**src/rtl/lsq_mem_arbiter_pkg.sv**
```systemverilog
// Shared types for the LSQ memory-port arbiter: bus commands, sizes, FSM states, request payload.
package lsq_mem_arbiter_pkg;

  localparam int unsigned XLEN   = 32;
  localparam int unsigned SIZE_W = 3;
  localparam int unsigned CMD_W  = 2;

  typedef enum logic [CMD_W-1:0] {
    BUS_NONE  = 2'h0,
    BUS_LOAD  = 2'h1,
    BUS_STORE = 2'h2
  } bus_command_e;

  typedef enum logic [SIZE_W-1:0] {
    MEM_BYTE   = 3'h0,
    MEM_HALF   = 3'h1,
    MEM_WORD   = 3'h2,
    MEM_DOUBLE = 3'h3
  } mem_size_e;

  typedef enum logic [1:0] {
    IDLE = 2'h0,
    WAIT = 2'h1,
    DROP = 2'h2
  } lsq_arb_state_e;

  typedef struct packed {
    bus_command_e      cmd;
    logic [XLEN-1:0]   addr;
    logic [XLEN-1:0]   data;
    logic [SIZE_W-1:0] size;
  } mem_req_t;

  // Two byte addresses fall in the same 32-bit word.
  function automatic logic same_word(input logic [XLEN-1:0] a, input logic [XLEN-1:0] b);
    return a[XLEN-1:2] == b[XLEN-1:2];
  endfunction

endpackage

```
**src/rtl/lsq_mem_arbiter_starve_counter.sv**
```systemverilog
// Saturating counter of cycles a store has waited without being accepted.
module starve_counter #(
  parameter int unsigned LIMIT = 8
) (
  input  logic clock,
  input  logic reset,
  input  logic inc,
  input  logic clr,
  output logic sat
);

  localparam int unsigned CW = $clog2(LIMIT + 1);

  logic [CW-1:0] r_cnt;

  assign sat = (r_cnt == CW'(LIMIT));

  // Count up while waiting, hold at the limit, clear when the store leaves or is accepted.
  always_ff @(posedge clock) begin
    if (reset || clr) begin
      r_cnt <= '0;
    end else if (inc && !sat) begin
      r_cnt <= r_cnt + CW'(1);
    end
  end

endmodule

```
**src/rtl/lsq_mem_arbiter.sv**
```systemverilog
// Arbitrates the single data-memory port between in-order loads and retiring stores,
// tracking the one outstanding load tag and squashing it on flush.
module lsq_mem_arbiter
  import lsq_mem_arbiter_pkg::*;
#(
  parameter int unsigned STARVE_LIMIT = 8,
  parameter int unsigned TAG_W        = 4
) (
  input  logic              clock,
  input  logic              reset,
  input  logic              flush,
  input  logic              ld_req,
  input  logic [31:0]       ld_addr,
  input  logic [2:0]        ld_size,
  output logic              ld_valid,
  output logic [31:0]       ld_data,
  input  logic              st_req,
  input  logic [31:0]       st_addr,
  input  logic [31:0]       st_data,
  input  logic [2:0]        st_size,
  output logic              st_ack,
  output logic [1:0]        proc2mem_command,
  output logic [31:0]       proc2mem_addr,
  output logic [31:0]       proc2mem_data,
  output logic [2:0]        proc2mem_size,
  input  logic [TAG_W-1:0]  mem2proc_response,
  input  logic [TAG_W-1:0]  mem2proc_tag,
  input  logic [31:0]       mem2proc_data
);

  lsq_arb_state_e   r_state;
  lsq_arb_state_e   w_state_nxt;
  logic [TAG_W-1:0] r_ld_tag;
  logic [TAG_W-1:0] w_ld_tag_nxt;

  logic     w_starve_sat;
  logic     w_ld_elig;
  logic     w_st_elig;
  logic     w_issue_ld;
  logic     w_issue_st;
  logic     w_accepted;
  logic     w_tag_match;
  mem_req_t w_req;

  assign w_accepted  = (mem2proc_response != '0);
  assign w_tag_match = (mem2proc_tag != '0) && (mem2proc_tag == r_ld_tag);

  // Pick at most one requester: starving store, same-word store, load, then store.
  always_comb begin
    w_ld_elig  = 1'b0;
    w_st_elig  = 1'b0;
    w_issue_ld = 1'b0;
    w_issue_st = 1'b0;
    w_ld_elig  = !reset && (r_state == IDLE) && ld_req && !flush;
    w_st_elig  = !reset && st_req;
    if (w_st_elig && (w_starve_sat || !w_ld_elig || same_word(st_addr, ld_addr))) begin
      w_issue_st = 1'b1;
    end else if (w_ld_elig) begin
      w_issue_ld = 1'b1;
    end
  end

  starve_counter #(
    .LIMIT (STARVE_LIMIT)
  ) u_starve_counter (
    .clock (clock),
    .reset (reset),
    .inc   (w_st_elig && !st_ack),
    .clr   (!st_req || st_ack),
    .sat   (w_starve_sat)
  );

  // FSM state and outstanding-load tag.
  always_ff @(posedge clock) begin
    if (reset) begin
      r_state  <= IDLE;
      r_ld_tag <= '0;
    end else begin
      r_state  <= w_state_nxt;
      r_ld_tag <= w_ld_tag_nxt;
    end
  end

  // Next state: accept a load, retire or squash it on tag return.
  always_comb begin
    w_state_nxt  = r_state;
    w_ld_tag_nxt = r_ld_tag;
    case (r_state)
      IDLE: begin
        if (w_issue_ld && w_accepted) begin
          w_state_nxt  = WAIT;
          w_ld_tag_nxt = mem2proc_response;
        end
      end
      WAIT: begin
        if (w_tag_match) begin
          w_state_nxt  = IDLE;
          w_ld_tag_nxt = '0;
        end else if (flush) begin
          w_state_nxt  = DROP;
        end
      end
      DROP: begin
        if (w_tag_match) begin
          w_state_nxt  = IDLE;
          w_ld_tag_nxt = '0;
        end
      end
      default: begin
        w_state_nxt  = IDLE;
        w_ld_tag_nxt = '0;
      end
    endcase
  end

  // Outputs: bus request, store ack, load data return (suppressed on flush).
  always_comb begin
    w_req    = '0;
    st_ack   = 1'b0;
    ld_valid = 1'b0;
    ld_data  = '0;
    if (w_issue_st) begin
      w_req.cmd  = BUS_STORE;
      w_req.addr = st_addr;
      w_req.data = st_data;
      w_req.size = st_size;
      st_ack     = w_accepted;
    end else if (w_issue_ld) begin
      w_req.cmd  = BUS_LOAD;
      w_req.addr = ld_addr;
      w_req.size = ld_size;
    end
    if (!reset && (r_state == WAIT) && w_tag_match && !flush) begin
      ld_valid = 1'b1;
      ld_data  = mem2proc_data;
    end
  end

  assign proc2mem_command = w_req.cmd;
  assign proc2mem_addr    = w_req.addr;
  assign proc2mem_data    = w_req.data;
  assign proc2mem_size    = w_req.size;

endmodule

```
**config.mk**
```make
export PLATFORM = sky130hd
export DESIGN_NAME = lsq_mem_arbiter
export DESIGN_NICKNAME = d
export VERILOG_FILES = /design/src/rtl/lsq_mem_arbiter_pkg.sv /design/src/rtl/lsq_mem_arbiter_starve_counter.sv /design/src/rtl/lsq_mem_arbiter.sv
export SDC_FILE = /design/constraint.sdc
export NUM_CORES = 1
export LEC_CHECK = 0
export CAP_MARGIN = 20
export CORE_AREA = 2 2 96 98
export DETAILED_ROUTE_END_ITERATION = 7
export DIE_AREA = 0 0 98 100
export DONT_BUFFER_PORTS = 1
export GPL_TIMING_DRIVEN = 0
export PLACE_DENSITY_LB_ADDON = 0.3
export SLEW_MARGIN = 10
export SYNTH_ARGS = -nofsm -noshare
export SYNTH_HDL_FRONTEND = slang
export SYNTH_SLANG_ARGS = --single-unit
```
**constraint.sdc**
```tcl
create_clock -name clock -period 2.29 [get_ports clock]
set_clock_uncertainty 0.1 [all_clocks]
set_input_delay 0.1145 -clock clock [delete_from_list [all_inputs] [get_ports clock]]
set_output_delay 0.1145 -clock clock [all_outputs]
set_load 0.05 [all_outputs]
```
# After elaboration in Yosys (flattened, before gate mapping)
# Cells that the tools add are included.
# W data, S select, Z words.
[classes]
muxes = 19
add_sub_neg = 1
eq_ne = 9
n_reduce_logical = 28
[ops]
columns = ["operator", "count"]
rows = [
  ["$mux W32", 2],
  ["$mux W34", 1],
  ["$mux W33", 1],
  ["$eq A30 B30 Y1", 1],
  ["$logic_and A1 B1 Y1", 12],
  ["$mux W2", 4],
  ["$mux W4", 2],
  ["$pmux W4 S2", 1],
  ["$reduce_bool A4 Y1", 2],
  ["$logic_not A1 Y1", 6],
  ["$mux W3", 2],
  ["$pmux W2 S3", 1],
  ["$mux W1", 5],
  ["$add A4 B1 Y4 const B", 1],
  ["$eq A4 B4 Y1", 1],
  ["$eq A4 B4 Y1 const B", 1],
  ["$logic_or A1 B1 Y1", 4],
  ["$ne A2 B1 Y1 const B", 2],
  ["$ne A3 B3 Y1 const B", 1],
  ["$reduce_and A3 Y1", 1],
  ["$eq A2 B1 Y1 const B", 1],
  ["$eq A2 B2 Y1 const B", 1],
  ["$logic_not A2 Y1", 1],
  ["$ne A2 B2 Y1 const B", 1],
  ["2 further kinds", 2],
]
[totals]
wordCells = 60
register_bits = 10
inputBits = 147
output_inout_bits = 103

# Logic depth before layout (Yosys ltp)
# Gate-level depths: netlist of run 1.
[depth]
depth_word = 13
ltp_mapped = 8
depth_no_buf = 7

# Cells and area by module
# Synthesis of run 1 repeated with hierarchy kept, for this count alone.
[unflattened]
hier_cells = 308
hier_area_um2 = 2155.8
[modules_own_cells]
columns = ["module", "seq_area_each_um2", "area_per_inst_um2", "instances", "cells_each"]
rows = [
  ["lsq_mem_arbiter", 120.1, 1931.9, 1, 283],
  ["starve_counter", 80.1, 224.0, 1, 25],
]

# Worst setup path before layout of run 1
# OpenSTA, ideal clock, no wires.
[synth_path]
path_type = "register to output"
startpoint = "reg r_state[0]"
endpoint = "out proc2mem_addr[10]"
stages_incl_launch_ff = 8
path_buffers = 2
arrival_time_ps = 2338
required_ps = 2076
slack_ps = -263
cell_sequence = "dfxtp_1 -> inv_1 -> ha_1 -> and4bb_2 -> a31oi_2 -> buf_6 -> buf_6 -> mux2i_1"
[synth_between]
elab_chain_len = 11
elab_cells_between_ends = 13
cone_classes = "5 x mux; 8 x reduce/logical"
[synth_rtl]
columns = ["element", "line", "rtl"]
rows = [
  ["from (decl)", "lsq_mem_arbiter.sv:31", "lsq_arb_state_e r_state;"],
  ["from (signal assigned)", "lsq_mem_arbiter.sv:79", "r_state <= w_state_nxt;"],
  ["$logic_not A2 Y1 *", "lsq_mem_arbiter.sv:54", "w_ld_elig = !reset && (r_state == IDLE) && ld_req && !flush;"],
  ["$logic_and A1 B1 Y1 * (3 in a row)", "lsq_mem_arbiter.sv:54", ""],
  ["$logic_not A1 Y1", "lsq_mem_arbiter.sv:56", "if (w_st_elig && (w_starve_sat || !w_ld_elig || same_word(st_addr, ld_addr))) begin"],
  ["$logic_or A1 B1 Y1 (2 in a row)", "lsq_mem_arbiter.sv:56", ""],
  ["$logic_and A1 B1 Y1", "lsq_mem_arbiter.sv:56", ""],
  ["$mux W1", "lsq_mem_arbiter.sv:56", ""],
  ["$mux W33", "lsq_mem_arbiter.sv:128", "end else if (w_issue_ld) begin"],
  ["$mux W34 *", "lsq_mem_arbiter.sv:122", "if (w_issue_st) begin"],
  ["to (decl)", "lsq_mem_arbiter.sv:23", "output logic [31:0] proc2mem_addr,"],
]
# Mark *: on every way between the ends. The rest lies on a longest branch, timed or not.

# Worst setup path after layout of run 1
[layout_path]
startpoint = "reg r_state[0]"
endpoint = "out proc2mem_addr[28]"
# The elaborated chain is that of the path after synthesis.

==> summary.txt, run 1 <==
Run status
  • Status: finished with violations
  • Failing checks: negative setup slack

Timing
  • Final setup viols: 13
  • Period utilization: 1.010
  • Hold Slack: a little over 5 ps
  • Final worst slack: -22.34 ps
  • Slew @ Worst Pin: 493.2 ps
  • RSZ-0062 raised after global routing: true
  • Hold Vio Cnt, Final: 0
  • Fmax: 432.5 MHz
  • Final critical-path required period: 2312 ps
  • Final Max Tran Viols: 0
  • Rel. slew slack: 0.6642

Floorplan
  • Initial Util: 0.2438
  • Io pins: 250
  • Core area: 8890 um2
  • Die X-Extent: 98 um
  • Die area: ~9800 um2
  • Row count: 35
  • Die Span Y: roughly 100 um

Synthesis
  • Synth warnings: 0
  • Seq cells post-synth: 10
  • Post-Syn Area per Cell: 7.200 um2
  • Post-synth EDFFs: 0
  • Most used flip-flop cell after synthesis: dfxtp_1
  • Sequential area share after synthesis: 0.09238
  • Syn Inst Count: between 300 and 400
  • Asr flop ratio synth: 0
  • Syn_nets: roughly 450
  • Library cells used by synthesis: 38
  • Post-Syn Area: 2167 um2

Critical path
  • CP startpoint kind: flop
  • Critical Path Fanout Max: 8
  • Worst path arrival time: 2100 ps
  • Crit. End Element: primary output
  • WP data required: 2080 ps
  • Setup CP Type: reg2out

Layout
  • Final core occ: 0.3785
  • Area grow syn2layout: 55.25%
  • Share of cells above drive strength 1: 0.4939
  • # diodes: 0
  • Nets: approximately 480
  • Most common cell after layout, fill and taps aside: nand2_1
  • Most frequent cells in the layout: nand2_1 (48), inv_1 (36), and2_4 (36), mux2i_4 (34), xnor2_1 (30)
  • # fillers: between 800 and 900

Power
  • Total Power: 1738 uW
  • Pwr dens: 516.4 nW/um2
  • Maximum vdd drop: 0.0001906 V
  • P_leak: 0.001315 uW

Global routing
  • Largest net degree at the start of global routing: 11
  • Initial antenna violation count: 0
  • First-pass GRT wire length: about 12000 um
  • Vias in the first global route: 2122
  • Global-route usage over all layers: 0.1650
  • Congestion Overflow GR: 0

Detailed routing
  • DR iter-0 viols: 32
  • Overall routed net length: a little under 9000 um
  • TritonRoute pass-1 iters: 4
  • Wire length per cell: 20.25 um
  • Vias/cell: 4.957
  • Total number of vias: around 2200
  • Routed Antenna Nets: 0
  • Drt drc: 0

Clock tree
  • Clock-pin slew on the worst setup and hold paths: ~50 ps
  • Clock root buffer master: clkbuf_8
  • CTS Buf Count: 3
  • Sink Count: 10
  • CTS max path bufs: 2
  • Total number of H-tree levels: 1
  • Latest clock arrival within the worst-skew pair: 240 ps
  • CTS tree: yes

Placed design
  • DP HPWL: about 7300 um
  • Placer Congestion: 0.8083
  • I/O Buffers: 0

Worst hold path
  • Hold Path Class: in2reg

Job
  • Max_cap viols: 0
==> through the flow <==
step	instance area, um2	std cells	TNS, ps	worst slack (ps)
4_1_cts	3246	435	-1072	-82.84
3_3_place_gp	2576	412	-11400	-400.9
6_report	3364	439	-141.5	-22.34
2_1_floorplan	2437	301	-1744	-98.17
5_1_grt	3364	439	-2534	-87.12
3_5_place_dp	2584	413	-12970	-438.8
==> synth_stat cells (2+ instances only) <==
cell type	count	share of area
xor2_1	2	0.0081
and2_1	65	0.19
a211oi_1	4	0.014
clkbuf_1	7	0.012
nor2_1	2	0.0035
dfxtp_1	10	0.092
nor3_1	2	0.0046
ha_1	6	0.035
nand3_1	2	0.0046
nand2_1	48	0.083
nor4_2	2	0.012
a21oi_1	2	0.0046
mux2i_1	39	0.18
inv_1	40	0.069
buf_6	5	0.026
xnor2_1	34	0.14
nand4_1	8	0.023
buf_4	3	0.010
==> power breakdown <==
part	switching (uW)	total, uW	leakage [uW]	internal [uW]
Combinational	761	1250	0.00120	488
Sequential	42.8	268	0.0000838	225
Clock	69.5	221	0.0000288	151
Total	873	1740	0.00131	864
==> worst max-delay path, cell delays in order, from the launching register on <==
cell and delay [ps]:
dfxtp_2 350, inv_4 40, ha_4 150, and4bb_2 260, a31oi_4 210, buf_12 200, clkbuf_16 190, mux2i_4 460
==> worst paths after layout <==
| path | slack (ps) | cells after the start | to | start |
|---|---|---|---|---|
| min reg2reg | 380 | 2 | r_ld_tag[3] | r_ld_tag[3] |
| max | -20 | 7 | proc2mem_addr[28] | r_state[0] |
| min | 5 | 2 | r_state[0] | reset |
| max reg2reg | 170 | 9 | r_ld_tag[2] | u_starve_counter.r_cnt[0] |
==> per-layer routing <==
metal | GRT usage | share of wire | vias to the layer above
met5 | 0 | 0 | -
met4 | 0.007479 | 0.010 | 0
met3 | 0.04109 | 0.090 | 2
met2 | 0.3509 | 0.56 | 155
met1 | 0.1671 | 0.34 | 1002
li1 | - | - | 1017
==> layout make-up <==
type | count | area (um2) | share of cell area
Buffer | 17 | 207.7 | 0.06173
Clock buffer | 4 | 55.05 | 0.01636
Inverter | 40 | 152.6 | 0.04537
Multi-Input combinational cell | 234 | 2337 | 0.6947
Sequential cell | 10 | 207.7 | 0.06173
Tap cell | 111 | 138.9 | 0.04128
Timing Repair Buffer | 23 | 265.3 | 0.07884
==> logic make-up (layout without fill, tap and decap cells) <==
group | after synthesis | count (layout) | share of synthesized area
buf+inv | 57 | 84 | 0.1264
flops | 10 | 10 | 0.09238
mux | 39 | 39 | 0.1801
xor+xnor | 36 | 36 | 0.1455
simple gates | 140 | 140 | 0.3684
fa+ha+maj | 6 | 6 | 0.03464
compound gates | 13 | 13 | 0.05254
==> what timing repair did <==
action,in CTS,in global routing
endpoints found under the hold margin,5,0
setup endpoints to repair,99,100
pin swaps,6,8
setup buffers,10,4
gates cloned,3,2
hold buffers,5,0
resized for setup,137,38
==> registers in the layout, indices dropped and copies added (netlist names) <==
signal and flops:
r_state 2, r_ld_tag 4, u_starve_counter.r_cnt 4
No activity file was read; power rests on OpenSTA's default activity.
==> run 2: changes to the inputs <==
--- a/config.mk
+++ b/config.mk
@@ -12,6 +12,7 @@
 export DONT_BUFFER_PORTS = 1
 export GPL_TIMING_DRIVEN = 0
 export PLACE_DENSITY_LB_ADDON = 0.3
+export SKIP_LAST_GASP = 1
 export SLEW_MARGIN = 10
 export SYNTH_ARGS = -nofsm -noshare
 export SYNTH_HDL_FRONTEND = slang
==> run 2 against run 1 <==
- the run still ends with negative setup slack left
- global-route usage hardly changed
- maximum frequency hardly changed
- clock power is essentially flat
- register-to-register slack hardly changed
- routed wire length fell by 0.20%
- sequential share of layout area barely moved
- setup slack barely moved
- clock-buffer cell count did not move
- design area about the same
- hold slack did not move
==> summary.txt, run 2 (synthesis results as in run 1) <==
Job
  • Max_cap viols: 0 (unchanged)

Clock tree
  • CTS tree: yes
  • Clock-pin slew on the worst setup and hold paths: 50 ps (about the same)
  • Latest clock arrival within the worst-skew pair: 240 ps (about the same)
  • Sink Count: 10 (unchanged)
  • Total number of H-tree levels: 1 (unchanged)
  • Clock root buffer master: clkbuf_8
  • CTS max path bufs: 2 (unchanged)
  • CTS Buf Count: 3 (unchanged)

Timing
  • Final worst slack: -22.39 ps (-0.04420 ps)
  • Final setup viols: 13 (unchanged)
  • RSZ-0062 raised after global routing: true
  • Fmax: 432.5 MHz (about the same)
  • Slew @ Worst Pin: 493.3 ps (+0.04733 ps)
  • Hold Vio Cnt, Final: 0 (unchanged)
  • Final Max Tran Viols: 0 (unchanged)
  • Period utilization: 1.010 (about the same)
  • Final critical-path required period: 2312 ps (+0.04420 ps)
  • Rel. slew slack: 0.6641 (about the same)

Detailed routing
  • Overall routed net length: 8871 um (-0.20%)
  • Total number of vias: 2179 (+0.14%)
  • Drt drc: 0 (unchanged)
  • Routed Antenna Nets: 0 (unchanged)
  • TritonRoute pass-1 iters: 4 (unchanged)
  • Wire length per cell: 20.21 um (-0.20%)
  • DR iter-0 viols: 32 (unchanged)
  • Vias/cell: 4.964 (+0.14%)

Critical path
  • Setup CP Type: reg2out
  • Reg2reg start: u_starve_counter.r_cnt[0]
  • Crit. End Element: primary output
  • Critical Path Fanout Max: 8 (unchanged)
  • WP data required: 2080 ps (about the same)
  • R2r worst-path depth: 9 (unchanged)
  • CP startpoint kind: flop
  • Reg-to-Reg End: r_ld_tag[2]
  • Crit path from: r_state[0]
  • Worst setup path endpoint: proc2mem_addr[28]
  • Worst path arrival time: 2100 ps (about the same)
  • Worst R2R Setup Slack: 170 ps (about the same)

Worst hold path
  • Hold Path Class: in2reg
  • Worst hold path stage count: 2 (unchanged)

Global routing
  • Initial antenna violation count: 0 (unchanged)
  • Global-route usage over all layers: 0.1652 (about the same)
  • Largest net degree at the start of global routing: 11 (unchanged)
  • Congestion Overflow GR: 0 (unchanged)
  • Vias in the first global route: 2122 (unchanged)
  • First-pass GRT wire length: 12500 um (about the same)

Placed design
  • DP HPWL: 7273 um (unchanged)
  • I/O Buffers: 0 (unchanged)
  • Pre-CTS WS: -438.8 ps (unchanged)
  • Placer Congestion: 0.8083 (unchanged)

Power
  • Reg power frac: 0.154 (about the same)
  • NetSw: 872.7 uW (about the same)
  • Pwr dens: 516.4 nW/um2 (about the same)
  • Internal power: 863.3 uW (-0.14%)
  • Maximum vdd drop: 0.0001907 V (about the same)
  • P_leak: 0.001315 uW (about the same)
  • Comb pwr share: 0.719 (about the same)
  • Sw Share: 0.5027 (about the same)
  • Clock power frac: 0.127 (about the same)

Layout
  • Share of cells above drive strength 1: 0.4939 (unchanged)
  • Nets: 482 (unchanged)
  • Final core occ: 0.3782 (about the same)
  • Area grow syn2layout: 55.14% (about the same)
  • Most frequent cells in the layout: nand2_1 (48), inv_1 (36), and2_4 (36), mux2i_4 (34), xnor2_1 (30)
  • Most common cell after layout, fill and taps aside: nand2_1
  • Biggest regs: r_ld_tag (4), u_starve_counter.r_cnt (4), r_state (2)
  • # diodes: 0 (unchanged)
  • # fillers: 872 (+0.11%)

Floorplan
  • Io pins: 250 (unchanged)
  • Die X-Extent: 98 um (unchanged)
  • Initial Util: 0.2438 (unchanged)
  • Row count: 35 (unchanged)
  • Die Span Y: 100 um (unchanged)
  • Core area: 8890 um2 (unchanged)
  • Die area: 9800 um2 (unchanged)

Run status
  • Status: finished with violations
  • Failing checks: negative setup slack
==> run 2: repair_timing <==
action                                 CTS  global route
resized for setup                      134            39
gates cloned                             3             2
buffers inserted                        10             4
setup endpoints to repair               99           102
hold buffers                             5             0
endpoints found under the hold margin    5             0
pin swaps                                6             8
==> run 2: worst min-delay path by stage <==
stage                               startpoint          end
after global placement    mem2proc_response[1]  r_ld_tag[1]
final                                    reset   r_state[0]
after CTS                                reset   r_state[0]
after floorplan                          reset   r_state[0]
after global routing                     reset   r_state[0]
after detailed placement  mem2proc_response[3]  r_ld_tag[3]
==> run 2: cell type report <==
| type | count | area, um2 | area share |
|---|---|---|---|
| buffer | 17 | 205.2 | 0.06103 |
| sequential | 10 | 207.7 | 0.06178 |
| tap | 111 | 138.9 | 0.04131 |
| timing repair buffer | 23 | 265.3 | 0.07890 |
| clock buffer | 4 | 55.05 | 0.01638 |
| inverter | 40 | 152.6 | 0.04540 |
| multi-input combinational | 234 | 2337 | 0.6952 |
==> run 2: metal layers <==
metal	wire, um	GRT usage
met3	799	0.04109
met2	4979	0.3509
met4	89	0.007479
met1	3002	0.1675
met5	0	0
==> run 2: critical path, cell delays in order, from the launching register on <==
cell	delay [ps]
dfxtp_2	350
inv_4	40
ha_4	150
and4bb_2	260
a31oi_4	210
buf_12	200
clkbuf_16	190
mux2i_4	460
==> run 2: power by group through the flow <==
stage	clock network [uW]	registers, uW	logic, uW
detailed placement	0	262	1030
finish	221	268	1250
CTS	225	267	1230
global route	233	272	1320
global placement	0	263	1020
floorplan	0	254	919
==> run 2: metrics by stage <==
stage | std cells | hold slack (ps) | power [uW] | instance area [um2] | setup TNS (ps)
final | 439 | 5.070 | 1736 | 3362 | -141.8
after global routing | 439 | 54.45 | 1829 | 3362 | -2534
after CTS | 435 | 4.462 | 1726 | 3242 | -1120
after detailed placement | 413 | 172.7 | 1293 | 2584 | -12970
after global placement | 412 | 161.6 | 1280 | 2576 | -11400
after floorplan | 301 | 149.9 | 1173 | 2437 | -1744
==> run 3: changes to the inputs <==
--- a/config.mk
+++ b/config.mk
@@ -6,9 +6,9 @@
 export NUM_CORES = 1
 export LEC_CHECK = 0
 export CAP_MARGIN = 20
-export CORE_AREA = 2 2 96 98
+export CORE_AREA = 4 4 95 97
 export DETAILED_ROUTE_END_ITERATION = 7
-export DIE_AREA = 0 0 98 100
+export DIE_AREA = 0 0 99 101
 export DONT_BUFFER_PORTS = 1
 export GPL_TIMING_DRIVEN = 0
 export PLACE_DENSITY_LB_ADDON = 0.3
==> run 3 against run 2 <==
- the flow still finishes with violations (negative setup slack)
- clock-buffer cell count unchanged
- via count decreased by 1.4%
- global-route usage decreased by 0.54 points
- sequential power about the same
- non-clock buffer count decreased by 6
- final cell count decreased by 2.7%
- sequential share of layout area increased by 0.096 points
- critical path type unchanged
- critical endpoint is now proc2mem_addr[16]
- largest cell class unchanged
- largest power group unchanged
==> summary.txt, run 3 (synthesis results as in run 1) <==
Run status
  • Status: finished with violations
  • Failing checks: negative setup slack

Timing
  • Hold Vio Cnt, Final: 0 (unchanged)
  • Final setup viols: 31 (+18)
  • Final critical-path required period: 2335 ps (+22.98 ps)
  • Setup TNS: -548.8 ps (-407.0 ps)
  • Slew @ Worst Pin: 490.5 ps (-2.738 ps)
  • Final Max Tran Viols: 0 (unchanged)
  • Final worst slack: -45.37 ps (-22.98 ps)
  • Period utilization: 1.020 (+0.01004)
  • RSZ-0062 raised after global routing: true
  • Hold Slack: 93.72 ps (+88.65 ps)
  • Fmax: 428.2 MHz (-0.98%)
  • Rel. slew slack: 0.6660 (+0.001865)

Placed design
  • Placer Congestion: 0.8307 (+2.8%)
  • I/O Buffers: 0 (unchanged)
  • DP HPWL: 7024 um (-3.4%)
  • Placed cell areas: 2569 um2 (-0.58%)

Critical path
  • Worst path arrival time: 2120 ps (+20 ps)
  • WP data required: 2080 ps (about the same)
  • Setup CP Type: reg2out
  • CP startpoint kind: flop
  • Critical Path Fanout Max: 8 (unchanged)
  • Crit. End Element: primary output

Clock tree
  • Clock-pin slew on the worst setup and hold paths: 50 ps (about the same)
  • Latest clock arrival within the worst-skew pair: 240 ps (about the same)
  • Sink Count: 10 (unchanged)
  • Clock root buffer master: clkbuf_8
  • CTS Buf Count: 3 (unchanged)
  • Total number of H-tree levels: 1 (unchanged)
  • CTS max path bufs: 2 (unchanged)
  • CTS tree: yes

Layout
  • Area of the multi-input gates: 2306 um2 (-1.3%)
  • Area grow syn2layout: 50.00%
  • Most common cell after layout, fill and taps aside: nand2_1
  • Finished Cell Area: 3251 um2 (-3.3%)
  • Nets: 476 (-1.2%)
  • # diodes: 0 (unchanged)
  • Share of cells above drive strength 1: 0.4627 (-0.03117)
  • Most frequent cells in the layout: nand2_1 (47), inv_1 (38), mux2i_4 (35), and2_4 (35), xnor2_1 (34)
  • Biggest regs: r_ld_tag (4), u_starve_counter.r_cnt (4), r_state (2)
  • # fillers: 785 (-10%)
  • Final core occ: 0.3996 (+0.02145)
  • FF+latch area: 203.9 um2 (-1.8%)

Global routing
  • Congestion Overflow GR: 0 (unchanged)
  • Global-route usage over all layers: 0.1598 (-0.005365)
  • Largest net degree at the start of global routing: 11 (unchanged)
  • Initial antenna violation count: 0 (unchanged)
  • First-pass GRT wire length: 12520 um (+0.17%)
  • Vias in the first global route: 2244 (+5.7%)

Worst hold path
  • Hold Path Class: in2reg

Power
  • Comb pwr share: 0.713 (-0.006)
  • P_leak: 0.001253 uW (-4.7%)
  • Reg power frac: 0.156 (+0.002)
  • Maximum vdd drop: 0.0002091 V (+9.7%)
  • Internal power: 846.0 uW (-2.0%)
  • Clock power frac: 0.131 (+0.004)
  • Sw Share: 0.5055 (+0.002809)
  • NetSw: 864.9 uW (-0.90%)
  • Pwr dens: 526.3 nW/um2 (+1.9%)

Detailed routing
  • Total number of vias: 2148 (-1.4%)
  • Met3 routed WL: 837 um (+4.8%)
  • Highest routed layer: met4
  • DR iter-0 viols: 46 (+44%)
  • Wire length per cell: 20.33 um (+0.60%)
  • TritonRoute pass-1 iters: 4 (unchanged)
  • Met2 Wirelength: 4879 um (-2.0%)
  • Overall routed net length: 8680 um (-2.2%)
  • M1 WL: 2947 um (-1.8%)
  • Routed Antenna Nets: 0 (unchanged)
  • Vias/cell: 5.030 (+1.3%)
  • Drt drc: 0 (unchanged)

Job
  • Max_cap viols: 0 (unchanged)

Floorplan
  • Row count: 33 (-5.7%)
  • Die area: 9999 um2 (+2.0%)
  • Io pins: 250 (unchanged)
  • Initial Util: 0.2664 (+0.02265)
  • Core area: 8134 um2 (-8.5%)
  • Die Span Y: 101 um (+1.0%)
  • Die X-Extent: 99 um (+1.0%)
==> run 3: cell types whose count changed in the layout (fill, tap and decap cells not counted), moves of 2 or more <==
cell and delta:
buf_4 -7, xnor2_1 +4, xnor2_2 -4, buf_6 +3, and2_1 +2, inv_1 +2
inv_2 -2
==> run 3: path summary, 6_finish.rpt <==
check                                               start                        end  slack (ps)  cells past startpoint
worst max-delay path                           r_state[0]          proc2mem_addr[16]         -50                      7
worst min-delay path                 mem2proc_response[2]  u_starve_counter.r_cnt[0]          90                      3
worst max register to register  u_starve_counter.r_cnt[1]                r_ld_tag[2]         190                      8
worst min register to register                r_ld_tag[3]                r_ld_tag[3]         390                      2
==> run 3: power groups by stage <==
stage	clock network, uW	logic [uW]	registers [uW]
floorplan	0	919	254
global placement	0	1010	263
detailed placement	0	1020	264
CTS	231	1210	267
global route	240	1290	275
finish	223	1220	268
==> run 3: critical path: stages (launching register included) <==
cell	delay, ps
dfxtp_2	350
inv_4	40
ha_4	140
and4bb_2	260
a31oi_4	230
buf_12	190
clkbuf_16	190
mux2i_4	470
==> run 3: metrics by stage <==
stage          std cells  setup slack [ps]  power, uW
4_1_cts              424            -62.80       1707
3_5_place_dp         406            -492.2       1288
5_1_grt              427            -104.7       1808
6_report             427            -45.37       1711
2_1_floorplan        301            -98.17       1173
3_3_place_gp         406            -476.1       1277
==> run 3: cell type report <==
type / instances / area share
Sequential cell: 10 / 0.06274
Timing Repair Buffer: 17 / 0.05966
Tap cell: 105 / 0.04042
Clock buffer: 4 / 0.01694
Multi-Input combinational cell: 234 / 0.7094
Buffer: 17 / 0.06390
Inverter: 40 / 0.04696
==> run 3: repair_timing <==
| item | in CTS | in global routing |
|---|---|---|
| endpoints found under the hold margin | 5 | 0 |
| pin swaps | 5 | 7 |
| gates cloned | 3 | 1 |
| setup buffers | 6 | 3 |
| endpoints found under the setup margin | 99 | 104 |
| resized for setup | 103 | 65 |
| hold buffers | 5 | 0 |
==> run 3: layer usage <==
metal	vias to the layer above	global-route usage
met5	-	0
met4	0	0.01366
met3	2	0.03253
met2	157	0.3311
met1	984	0.1692
li1	1005	-
